### src/rtl/add_limb_sequencer.sv
// Wide add/subtract sequencer: drives a shared 32-bit adder one limb per cycle,
// LSB first, and holds the result and flags until the consumer takes them.
module add_limb_sequencer #(
  parameter int LIMBS = 2,
  localparam int W = 32 * LIMBS
) (
  input  logic          clk,
  input  logic          clr_n,
  input  logic          req_valid,
  output logic          req_ready,
  input  logic [W-1:0]  req_a,
  input  logic [W-1:0]  req_b,
  input  logic          req_sub,
  input  logic          req_cin,
  output logic          res_valid,
  input  logic          res_ready,
  output logic [W-1:0]  res_sum,
  output logic          res_cout,
  output logic          res_ovf,
  output logic          res_zero,
  output logic          res_neg,
  output logic          add_en,
  output logic [31:0]   add_x,
  output logic [31:0]   add_y,
  output logic          add_c0,
  input  logic [31:0]   add_s,
  input  logic          add_c32
);

  typedef enum logic [1:0] {
    IDLE = 2'd0,
    RUN  = 2'd1,
    DONE = 2'd2
  } state_t;

  localparam logic [1:0] LAST_IDX = 2'(LIMBS - 1);

  state_t         state_r;
  state_t         state_s;
  logic [1:0]     idx_r;
  logic [W-1:0]   a_r;
  logic [W-1:0]   b_r;
  logic           carry_r;
  logic [W-1:0]   sum_r;
  logic [W-1:0]   next_sum_s;
  logic           cout_r;
  logic           ovf_r;
  logic           zero_r;
  logic           neg_r;

  // Next-state decode
  always_comb begin
    state_s = state_r;
    case (state_r)
      IDLE: begin
        if (req_valid) state_s = RUN;
        else           state_s = IDLE;
      end
      RUN: begin
        if (idx_r == LAST_IDX) state_s = DONE;
        else                   state_s = RUN;
      end
      DONE: begin
        if (res_ready) state_s = IDLE;
        else           state_s = DONE;
      end
      default: state_s = IDLE;
    endcase
  end

  // Adder drive; quiet inputs whenever the shared adder is not ours
  always_comb begin
    add_en = 1'b0;
    add_x  = 32'd0;
    add_y  = 32'd0;
    add_c0 = 1'b0;
    if (state_r == RUN) begin
      add_en = 1'b1;
      add_x  = a_r[32*idx_r +: 32];
      add_y  = b_r[32*idx_r +: 32];
      add_c0 = carry_r;
    end else begin
      add_en = 1'b0;
    end
  end

  // Sum including the limb the adder is producing this cycle; flags read the final one
  always_comb begin
    next_sum_s = sum_r;
    if (state_r == RUN) begin
      next_sum_s[32*idx_r +: 32] = add_s;
    end else begin
      next_sum_s = sum_r;
    end
  end

  // State, operand, accumulator and flag registers
  always_ff @(posedge clk or negedge clr_n) begin
    if (!clr_n) begin
      state_r <= IDLE;
      idx_r   <= 2'd0;
      a_r     <= {W{1'b0}};
      b_r     <= {W{1'b0}};
      carry_r <= 1'b0;
      sum_r   <= {W{1'b0}};
      cout_r  <= 1'b0;
      ovf_r   <= 1'b0;
      zero_r  <= 1'b0;
      neg_r   <= 1'b0;
    end else begin
      state_r <= state_s;
      case (state_r)
        IDLE: begin
          if (req_valid) begin
            a_r     <= req_a;
            b_r     <= req_sub ? ~req_b : req_b;
            carry_r <= req_sub ^ req_cin;
            idx_r   <= 2'd0;
          end else begin
            idx_r   <= 2'd0;
          end
        end
        RUN: begin
          sum_r   <= next_sum_s;
          carry_r <= add_c32;
          idx_r   <= idx_r + 2'd1;
          if (idx_r == LAST_IDX) begin
            cout_r <= add_c32;
            ovf_r  <= (a_r[W-1] == b_r[W-1]) && (next_sum_s[W-1] != a_r[W-1]);
            zero_r <= (next_sum_s == {W{1'b0}});
            neg_r  <= next_sum_s[W-1];
          end else begin
            cout_r <= cout_r;
          end
        end
        default: begin
          idx_r <= idx_r;
        end
      endcase
    end
  end

  assign req_ready = (state_r == IDLE);
  assign res_valid = (state_r == DONE);
  assign res_sum   = sum_r;
  assign res_cout  = cout_r;
  assign res_ovf   = ovf_r;
  assign res_zero  = zero_r;
  assign res_neg   = neg_r;

endmodule

### config.mk
export PLATFORM = sky130hd
export DESIGN_NAME = add_limb_sequencer
export DESIGN_NICKNAME = d
export VERILOG_FILES = /design/src/rtl/add_limb_sequencer.sv
export SDC_FILE = /design/constraint.sdc
export NUM_CORES = 1
export LEC_CHECK = 0
export ABC_AREA = 1
export BUFFER_PORTS_ARGS = -buffer_cell sky130_fd_sc_hd__buf_2
export CAP_MARGIN = 10
export CORE_UTILIZATION = 50
export CTS_BUF_LIST = sky130_fd_sc_hd__clkbuf_8
export DETAILED_ROUTE_END_ITERATION = 10
export PLACE_DENSITY = 0.82
export SYNTH_ARGS = -nofsm -noshare
export SYNTH_HDL_FRONTEND = slang
export SYNTH_SLANG_ARGS = --single-unit
export TNS_END_PERCENT = 5
### constraint.sdc
create_clock -name clk -period 5.2 [get_ports clk]
set_input_delay 0.78 -clock clk [delete_from_list [all_inputs] [get_ports clk]]
set_output_delay 0.78 -clock clk [all_outputs]
set_load 0.01 [all_outputs]
==> summary.md, run 1 <==
| Metric | Value |
|---|---|
| Status | `completed` |
| CTS tree | `done` |
| Die height | `143 um` |
| Final wirelength | `between 20000 and 30000 um` |
| CTS buffer count | `37` |
| FF-to-FF setup slack | `1.92 ns` |
| Post-route ant nets | `0` |
| Syn_nets | `1488` |
| Worst VDD drop | `~0.38 mV` |
| Worst-margin pin slew | `approximately 1.1 ns` |
| Reg clk slew, reported paths | `0.06 ns` |
| First-pass GRT wire length | `between 40000 and 50000 um` |
| WS Path Type | `reg2out` |
| Commonest non-fill, non-tap cell in the layout | `nand2_1` |
| #FFs+latches synth | `201` |
| Fmax | `approximately 0.3 GHz` |
| WL per Instance | `15.0 um` |
| CP Capture Type | `primary output` |
| Max-slew violation count | `0` |
| CTS H-tree lvls | `2` |
| Area share of the largest cell type after synthesis | `between 50% and 60%` |
| Cts hold-fix bufs | `0` |
| # IOs | `303` |
| Critical Path Slowest Stage Cell | `dfrtp_1` |
| Predominant post-synthesis flop cell | `dfrtp_1` |
| Cells along the critical path | `nand2_1 -> inv_1 -> nand2_2 -> buf_12 -> a21oi_1 -> buf_2` |
| PwrDens | `643 nW/um2` |
| Initial Util | `51.1%` |
| Router iterations before antenna repair | `5` |
| Area growth, synth to finish | `23.6%` |
| Mapped cell area | `about 10000 um2` |
| Mapped Cells | `1317` |
| Crit-path leading delay family | `buffers and inverters` |
| Input/output buffers | `302` |
| Worst-path fanout max | `41` |
| Lkg Pwr | `6.87 nW` |
| Sequential fraction of the synthesis area | `50.6%` |
| # rows | `approximately 50` |
| Asr flop ratio synth | `100%` |
| CTS Root Cell | `clkbuf_8` |
| Final period util | `64.9%` |
| Layout cells sized above 1 | `about a quarter` |
| Syn. warnings | `0` |
| Core ar. | `19500 um2` |
| Post-layout util | `63.2%` |
| DRC | `0` |
| Max-cap violations | `0` |
| Min cycle time layout | `3.37 ns` |
| Post-synth top area cell | `dfrtp_1` |
| Placed Instances | `1817` |
| CP max stage delay | `0.53 ns` |
| R2R cell count | `11` |
| Gr usage total | `27.9%` |
| Vias/cell | `4.98` |
| CTS max path bufs | `3` |
| Pre-CTS setup slack | `~1.9 ns` |
| Largest net degree at the start of global routing | `between 100 and 150` |
| Detailed placement HPWL | `between 15000 and 20000 um` |
| Post-synth cell types | `26` |
| Max Clock Skew | `0.0148 ns` |
| Die Wd | `about 140 um` |
| Vias in the first global route | `8942` |
| DR iter-0 viols | `683` |
| Via count | `9395` |
| Grt ovf | `0` |
| RR Startpoint | `idx_r[0]` |
| Most frequent cells in the layout | `594 x nand2_1, 300 x buf_2, 200 x dfrtp_1` |
| Final setup fails | `0` |
| Post-synth EDFFs | `0` |
| Clk sinks | `between 200 and 250` |
| RSZ-0062 raised after global routing | `false` |
| CP arrival | `2.59 ns` |
| Max-Slew Margin vs Limit | `between 20% and 30%` |
| Worst Setup Start Kind | `flip-flop` |
| Layout Cells excl Fill | `1887` |
| Synth area leaders | `dfrtp_1 51%, nand2_1 22%, xnor2_1 5.6%` |
| Initial antenna violation count | `2` |
| Clk_lat worst skew | `0.53 ns` |
| Req. time, crit path | `4.42 ns` |
| Die ar. | `20500 um2` |
| Post-CTS setup buffer count | `0` |
| Layout Nets | `1762` |
| Final Wtd Congestion | `0.930` |
| Buf/Inv on CP | `3` |
| Hold WC Path Type | `in2async` |
| TNS Setup | `0 ns` |
| Final-report hold violation count | `0` |
| Capturing point of the worst reg2reg path | `res_zero` |
| Setup WS post-layout | `between 1.5 and 2 ns` |
| Post-cts gate resize count | `0` |
| Synthesized area per cell | `7.55 um2` |
==> cell usage after synthesis, types with 4 or more instances <==
cell / count
a21oi_1: 66
buf_2: 32
buf_6: 4
clkbuf_1: 36
dfrtp_1: 201
ha_1: 4
inv_1: 126
inv_2: 4
nand2_1: 596
nand3_1: 24
nor2_1: 47
o21ai_0: 81
o21ai_1: 14
xnor2_1: 64
==> power by group <==
| part | leakage [nW] | internal [mW] | switching, mW | total [mW] |
|---|---|---|---|---|
| combinational | 3.96 | 1.22 | 2.39 | 3.62 |
| clock | 0.441 | 0.849 | 0.681 | 1.53 |
| sequential | 2.47 | 2.34 | 0.426 | 2.76 |
| total | 6.87 | 4.41 | 3.50 | 7.91 |
==> per-layer routing <==
| layer | up-vias | track usage, % | part of all wire [%] | wire length (um) |
|---|---|---|---|---|
| met4 | 2 | 15.8 | 5.2 | 1480 |
| met1 | 4302 | 34.2 | 39 | 11100 |
| li1 | 4563 | - | - | - |
| met5 | - | 0 | 0.035 | 10 |
| met3 | 108 | 7.28 | 8.6 | 2430 |
| met2 | 420 | 44.9 | 47 | 13200 |
==> per-stage QoR <==
stage	hold WS [ns]	power (mW)	cell area [um2]
global route	0.411	8.59	12300
detailed placement	0.465	6.38	11500
global placement	0.462	6.25	11500
floorplan	0.449	5.17	9950
CTS	0.402	7.95	12300
finish	0.401	7.91	12300
==> worst max-delay path by stage <==
stage / from / to / slack (ns) / cells after the start
4_1_cts: state_r[0] / add_y[0] / 1.76 / 6
6_report: state_r[0] / add_y[21] / 1.83 / 6
5_1_grt: idx_r[0] / res_zero / 1.60 / 11
2_1_floorplan: idx_r[0] / res_zero / 2.91 / 16
3_3_place_gp: state_r[0] / add_y[0] / 1.91 / 5
3_5_place_dp: req_valid / a_r[58] / 1.89 / 6
==> logic make-up after synthesis <==
kind of cell | share of synthesized area, %
xor gates and xnor gates | 5.72
and+or+nand+nor | 26.4
buffers and inverters | 8.53
AOI/OAI and AO/OA | 8.24
adders and majority gates | 0.503
DFF | 50.6
==> worst register-to-register path, stage by stage (launching register included) <==
cell and delay (ns):
dfrtp_2 0.40, inv_2 0.19, buf_4 0.57, ha_1 0.54, nor2_2 0.71, nand2_1 0.12
o21ai_0 0.28, nor2_1 0.09, nand3_1 0.09, nor2_1 0.05, nand3_1 0.09, o21ai_1 0.06
==> final cells by class <==
cell class	instances	area, um2
antenna	2	5.00
clock buffer	49	674
clock inverter	19	90.1
fill	1663	7170
inverter	131	497
multi-input combinational	911	4080
sequential	201	5030
tap	265	332
timing repair buffer	309	1590
==> flip-flops by register name, indices dropped and copies added, names as in the netlist <==
name      cells
b_r          64
res_cout      1
res_sum      64
a_r          64
state_r       2
res_zero      1
carry_r       1
idx_r         2
res_ovf       1
res_neg       1
Power figures use the tool's default switching activity.
==> run 2: changes to the inputs <==
--- a/config.mk
+++ b/config.mk
@@ -8,7 +8,7 @@
 export ABC_AREA = 1
 export BUFFER_PORTS_ARGS = -buffer_cell sky130_fd_sc_hd__buf_2
 export CAP_MARGIN = 10
-export CORE_UTILIZATION = 50
+export CORE_UTILIZATION = 48
 export CTS_BUF_LIST = sky130_fd_sc_hd__clkbuf_8
 export DETAILED_ROUTE_END_ITERATION = 10
 export PLACE_DENSITY = 0.82
==> constraint.sdc (replaced) <==
create_clock -name clk -period 2.77 [get_ports clk]
set_input_delay 0.4155 -clock clk [delete_from_list [all_inputs] [get_ports clk]]
set_output_delay 0.4155 -clock clk [all_outputs]
set_load 0.01 [all_outputs]
==> summary.md, run 2 (synthesis results as in run 1) <==
| Metric | Value |
|---|---|
| Min cycle time layout | `2.68 ns` |
| Gr usage total | `27.0% (-0.94 points)` |
| CTS Root Cell | `clkbuf_8` |
| PwrDens | `1200 nW/um2 (+86%)` |
| Post-route ant nets | `0 (unchanged)` |
| Placed instance area | `11700 um2 (+1.1%)` |
| Initial Util | `49.0% (-2.1 points)` |
| CP Capture Type | `primary output` |
| Vias in the first global route | `9056 (+1.3%)` |
| Commonest non-fill, non-tap cell in the layout | `nand2_1` |
| Fmax | `between 0.3 and 0.4 GHz` |
| WL per Instance | `15.1 um (+0.82%)` |
| CTS buffer count | `36 (-2.7%)` |
| Cell area after layout | `12400 um2 (+0.86%)` |
| TNS Setup | `0 ns (unchanged)` |
| Worst-path fanout max | `67 (+63%)` |
| Max-Slew Margin vs Limit | `47.8% (+20 points)` |
| Final wirelength | `28700 um (+1.5%)` |
| Status | `completed` |
| Most frequent cells in the layout | `594 x nand2_1, 300 x buf_2, 200 x dfrtp_1` |
| DRC | `0 (unchanged)` |
| Max-slew violation count | `0 (unchanged)` |
| CTS max path bufs | `3 (unchanged)` |
| Max-cap violations | `0 (unchanged)` |
| Input/output buffers | `302 (unchanged)` |
| Die ar. | `21300 um2 (+4.1%)` |
| Worst-margin pin slew | `0.783 ns (-0.307 ns)` |
| FF-to-FF setup slack | `0.41 ns (-1.51 ns)` |
| Req. time, crit path | `2.35 ns (-2.07 ns)` |
| Initial antenna violation count | `3 (+1)` |
| Die height | `146 um (+2.0%)` |
| Post-CTS setup buffer count | `0 (unchanged)` |
| Core ar. | `20300 um2 (+4.3%)` |
| DR iter-0 viols | `543 (-20%)` |
| CP arrival | `2.27 ns (-0.32 ns)` |
| Layout cells sized above 1 | `23.9% (+0.39 points)` |
| Detailed placement HPWL | `20300 um (+5.3%)` |
| Lkg Pwr | `6.92 nW (+0.64%)` |
| Final-report hold violation count | `0 (unchanged)` |
| Grt ovf | `0 (unchanged)` |
| Fin Hold WS | `0.0745 ns (-0.326 ns)` |
| Layout Nets | `1772 (+0.57%)` |
| WS Path Type | `reg2out` |
| CTS H-tree lvls | `2 (unchanged)` |
| RSZ-0062 raised after global routing | `false` |
| Final period util | `96.8%` |
| # IOs | `303 (unchanged)` |
| Hold depth | `3` |
| Via count | `9407 (+0.13%)` |
| Reg clk slew, reported paths | `0.06 ns (about the same)` |
| R2R cell count | `13 (+2)` |
| CTS tree | `done` |
| Die Wd | `146 um (+2.0%)` |
| Final setup fails | `0 (unchanged)` |
| Clk sinks | `201 (unchanged)` |
| Area growth, synth to finish | `24.7%` |
| Router iterations before antenna repair | `5 (unchanged)` |
| Largest net degree at the start of global routing | `96 (-26%)` |
| Hold WC Path Type | `in2reg` |
| Final Wtd Congestion | `0.966 (+3.9%)` |
| Vias/cell | `4.95 (-0.56%)` |
| Post-layout util | `61.1% (-2.1 points)` |
| Worst VDD drop | `0.641 mV (+70%)` |
| # rows | `52 (+2.0%)` |
| Worst Setup Start Kind | `flip-flop` |
| Max Clock Skew | `0.0270 ns (+0.0122 ns)` |
| First-pass GRT wire length | `45700 um (+3.0%)` |
| Clk_lat worst skew | `0.54 ns (about the same)` |
run 2: changes by cell type in the layout (fill, tap and decap cells not counted), sizes merged:
| cell | before | now |
|---|---|---|
| clkinvlp | 1 | 2 |
| clkbuf | 50 | 47 |
| dlygate4sd3 | 0 | 1 |
| inv | 143 | 141 |
| diode | 2 | 3 |
| buf | 308 | 318 |
run 2: per-layer routing:
metal | wire [um] | part of all wire [%] | track usage [%]
met1 | 11300 | 39 | 33.7
met2 | 13300 | 47 | 43.3
met3 | 2590 | 9.0 | 6.68
met4 | 1460 | 5.1 | 14.5
met5 | 13 | 0.045 | 0
run 2: worst paths after layout:
| path | from | end |
|---|---|---|
| worst max register to register | idx_r[0] | res_zero |
| max in group asynchronous | clr_n | b_r[0] |
| worst min-delay path | req_a[39] | a_r[39] |
| min in group asynchronous | clr_n | res_sum[57] |
| worst max-delay path | idx_r[0] | add_y[0] |
| worst min register to register | a_r[27] | a_r[27] |
run 2: layout make-up:
class                      count  area (um2)
sequential                   201        5030
timing repair buffer         320        1730
multi-input combinational    911        4080
clock buffer                  46         633
clock inverter                18        85.1
tap                          270         338
antenna                        3        7.51
fill                        1862        7900
inverter                     131         497
run 2: critical path, cell delays in order, from the launching register on:
cell and delay (ns):
dfrtp_2 0.45, buf_4 0.65, nand2_1 0.12, a21oi_1 0.29, buf_2 0.19
run 2: through the flow:
stage | instances | total power, mW | worst slack [ns]
finish | 1900 | 14.8 | 0.0891
global route | 1899 | 16.1 | 0.0275
CTS | 1897 | 14.9 | 0.0468
detailed placement | 1832 | 12.1 | 0.422
global placement | 1832 | 11.9 | 0.492
floorplan | 1317 | 9.70 | 0.477
run 2: power by group:
part	total [mW]	internal (mW)	switching (mW)
clock network	2.73	1.49	1.24
logic	6.88	2.39	4.50
registers	5.22	4.39	0.828
run 2: repair_timing:
item | in CTS | in global routing
resized for setup | 0 | 2
setup endpoints to repair | 0 | 7
endpoints found under the hold margin | 33 | 0
hold buffers | 1 | 0
==> run 3: changes to the inputs <==
==> constraint.sdc (replaced) <==
create_clock -name clk -period 2.77 [get_ports clk]
set_input_delay 0.554 -clock clk [delete_from_list [all_inputs] [get_ports clk]]
set_output_delay 0.554 -clock clk [all_outputs]
set_load 0.01 [all_outputs]
==> summary.md, run 3 (synthesis results as in run 1) <==
| Metric | Value |
|---|---|
| R2R cell count | `13 (unchanged)` |
| Die ar. | `21300 um2 (unchanged)` |
| Worst-path fanout max | `44 (-34%)` |
| Capturing point of the worst reg2reg path | `res_zero` |
| RSZ-0062 raised after global routing | `false` |
| Max-Slew Margin vs Limit | `51.1% (+3.3 points)` |
| Fillers | `1882 (+1.1%)` |
| Max Clock Skew | `0.0300 ns (+0.00296 ns)` |
| Largest net degree at the start of global routing | `89 (-7.3%)` |
| Seq pwr share | `35.9% (+0.7 points)` |
| Reg clk slew, reported paths | `0.06 ns (about the same)` |
| Fmax | `0.387 GHz (+3.8%)` |
| Gr usage total | `27.3% (+0.32 points)` |
| Grt ovf | `0 (unchanged)` |
| PwrDens | `1190 nW/um2 (-0.55%)` |
| Worst-margin pin slew | `0.734 ns (-0.0493 ns)` |
| Clock share of power | `17.6% (-0.8 points)` |
| FF-to-FF setup slack | `0.38 ns (-0.03 ns)` |
| Cells along the critical path | `inv_2 -> buf_4 -> nand2_1 -> a21oi_1 -> buf_2` |
| Clk sinks | `201 (unchanged)` |
| Layout cells sized above 1 | `23.6% (-0.30 points)` |
| Core ar. | `20300 um2 (unchanged)` |
| Final period util | `93.3% (-3.5 points)` |
| Hold WC Path Type | `in2async` |
| Layout Nets | `1771 (-0.056%)` |
| Via count | `9423 (+0.17%)` |
| Total power | `14.6 mW (-1.3%)` |
| Router iterations before antenna repair | `5 (unchanged)` |
| Min cycle time layout | `2.58 ns (-0.0977 ns)` |
| CP Capture Point | `add_x[4]` |
| DR iter-0 viols | `557 (+2.6%)` |
| Critical Path Slowest Stage Cell | `dfrtp_2` |
| RR Startpoint | `idx_r[0]` |
| Power Internal | `8.13 mW (-1.7%)` |
| Psw | `6.52 mW (-0.67%)` |
| CP Capture Type | `primary output` |
| TNS Setup | `0 ns (unchanged)` |
| Max-slew violation count | `0 (unchanged)` |
| Max-cap violations | `0 (unchanged)` |
| Worst VDD drop | `0.545 mV (-15%)` |
| Input/output buffers | `302 (unchanged)` |
| Status | `completed` |
| CTS H-tree lvls | `2 (unchanged)` |
| CTS max path bufs | `3 (unchanged)` |
| Buf/Inv on CP | `3 (+1)` |
| Layout Cells excl Fill | `1894 (-0.32%)` |
| Detailed placement HPWL | `20600 um (+1.4%)` |
| Die Wd | `146 um (unchanged)` |
| Final setup fails | `0 (unchanged)` |
| Most frequent cells in the layout | `594 x nand2_1, 300 x buf_2, 200 x dfrtp_1` |
| # IOs | `303 (unchanged)` |
| WL per Instance | `15.3 um (+1.1%)` |
| Post-cts gate resize count | `0 (unchanged)` |
| Placed Instances | `1833 (+0.055%)` |
| Post-route ant nets | `0 (unchanged)` |
| CP arrival | `2.03 ns (-0.24 ns)` |
| Final wirelength | `28900 um (+0.74%)` |
| Req. time, crit path | `2.22 ns (-0.13 ns)` |
| Final-report hold violation count | `0 (unchanged)` |
| Lkg Pwr | `6.88 nW (-0.58%)` |
| CTS buffer count | `35 (-2.8%)` |
| Cts hold-fix bufs | `0 (-1)` |
| Die height | `146 um (unchanged)` |
| CP max stage delay | `0.48 ns (-0.17 ns)` |
| Initial antenna violation count | `3 (unchanged)` |
| Commonest non-fill, non-tap cell in the layout | `nand2_1` |
| Switching Fraction | `44.5% (+0.26 points)` |
| Post-layout util | `60.7% (-0.43 points)` |
| # rows | `52 (unchanged)` |
| Worst Setup Start Kind | `flip-flop` |
| CP Depth | `5 (+1)` |
| DRC | `0 (unchanged)` |
| Vias in the first global route | `9100 (+0.49%)` |
| Crit-path leading delay family | `buffers and inverters` |
| CTS tree | `done` |
| Fin Hold WS | `0.0285 ns (-0.0460 ns)` |
| Gate power share | `46.5% (about the same)` |
| Final Wtd Congestion | `0.980 (+1.5%)` |
| Initial Util | `49.0% (unchanged)` |
| Clk_lat worst skew | `0.52 ns (-0.02 ns)` |
| CTS Root Cell | `clkbuf_8` |
| First-pass GRT wire length | `46000 um (+0.68%)` |
| WS Path Type | `reg2out` |
| Area growth, synth to finish | `23.8%` |
| Vias/cell | `4.98 (+0.49%)` |
| Crit path from | `idx_r[0]` |
| Post-CTS setup buffer count | `0 (unchanged)` |
run 3: how the worst min path moves through the flow:
stage,start,end,slack [ns],cells after the start
3_5_place_dp,a_r[14],a_r[14],0.47,2
4_1_cts,clr_n,a_r[28],0.01,1
2_1_floorplan,clr_n,a_r[0],0.26,0
5_1_grt,clr_n,a_r[28],0.04,1
3_3_place_gp,a_r[36],a_r[36],0.46,2
6_report,clr_n,a_r[52],0.03,1
run 3: power groups by stage:
stage | sequential (mW) | combinational (mW) | clock (mW)
global route | 5.41 | 7.71 | 2.77
finish | 5.26 | 6.81 | 2.58
CTS | 5.25 | 6.84 | 2.63
detailed placement | 5.26 | 6.83 | 0
global placement | 5.22 | 6.67 | 0
floorplan | 5.27 | 4.44 | 0
run 3: final cells by class:
cell class	instances	area, um2	share of cell area [%]
Sequential cell	201	5030	40.9
Multi-Input combinational cell	911	4080	33.1
Timing Repair Buffer	320	1710	13.9
Clock buffer	39	537	4.36
Inverter	131	497	4.03
Tap cell	270	338	2.74
Clock inverter	20	116	0.945
Antenna cell	2	5.00	0.0406
run 3: per-layer routing:
| metal | vias up | wire, um | part of all wire [%] | track usage [%] |
|---|---|---|---|---|
| met4 | 2 | 1210 | 4.2 | 12.7 |
| li1 | 4560 | - | - | - |
| met5 | - | 10 | 0.035 | 0 |
| met2 | 449 | 13600 | 47 | 44.5 |
| met1 | 4319 | 11600 | 40 | 34.9 |
| met3 | 93 | 2490 | 8.6 | 5.80 |
run 3: metrics by stage:
stage | area, um2 | setup WS, ns
finish | 12300 | 0.187
global route | 12300 | 0.0769
CTS | 12300 | 0.0657
detailed placement | 11700 | 0.439
global placement | 11700 | 0.479
floorplan | 9950 | 0.477
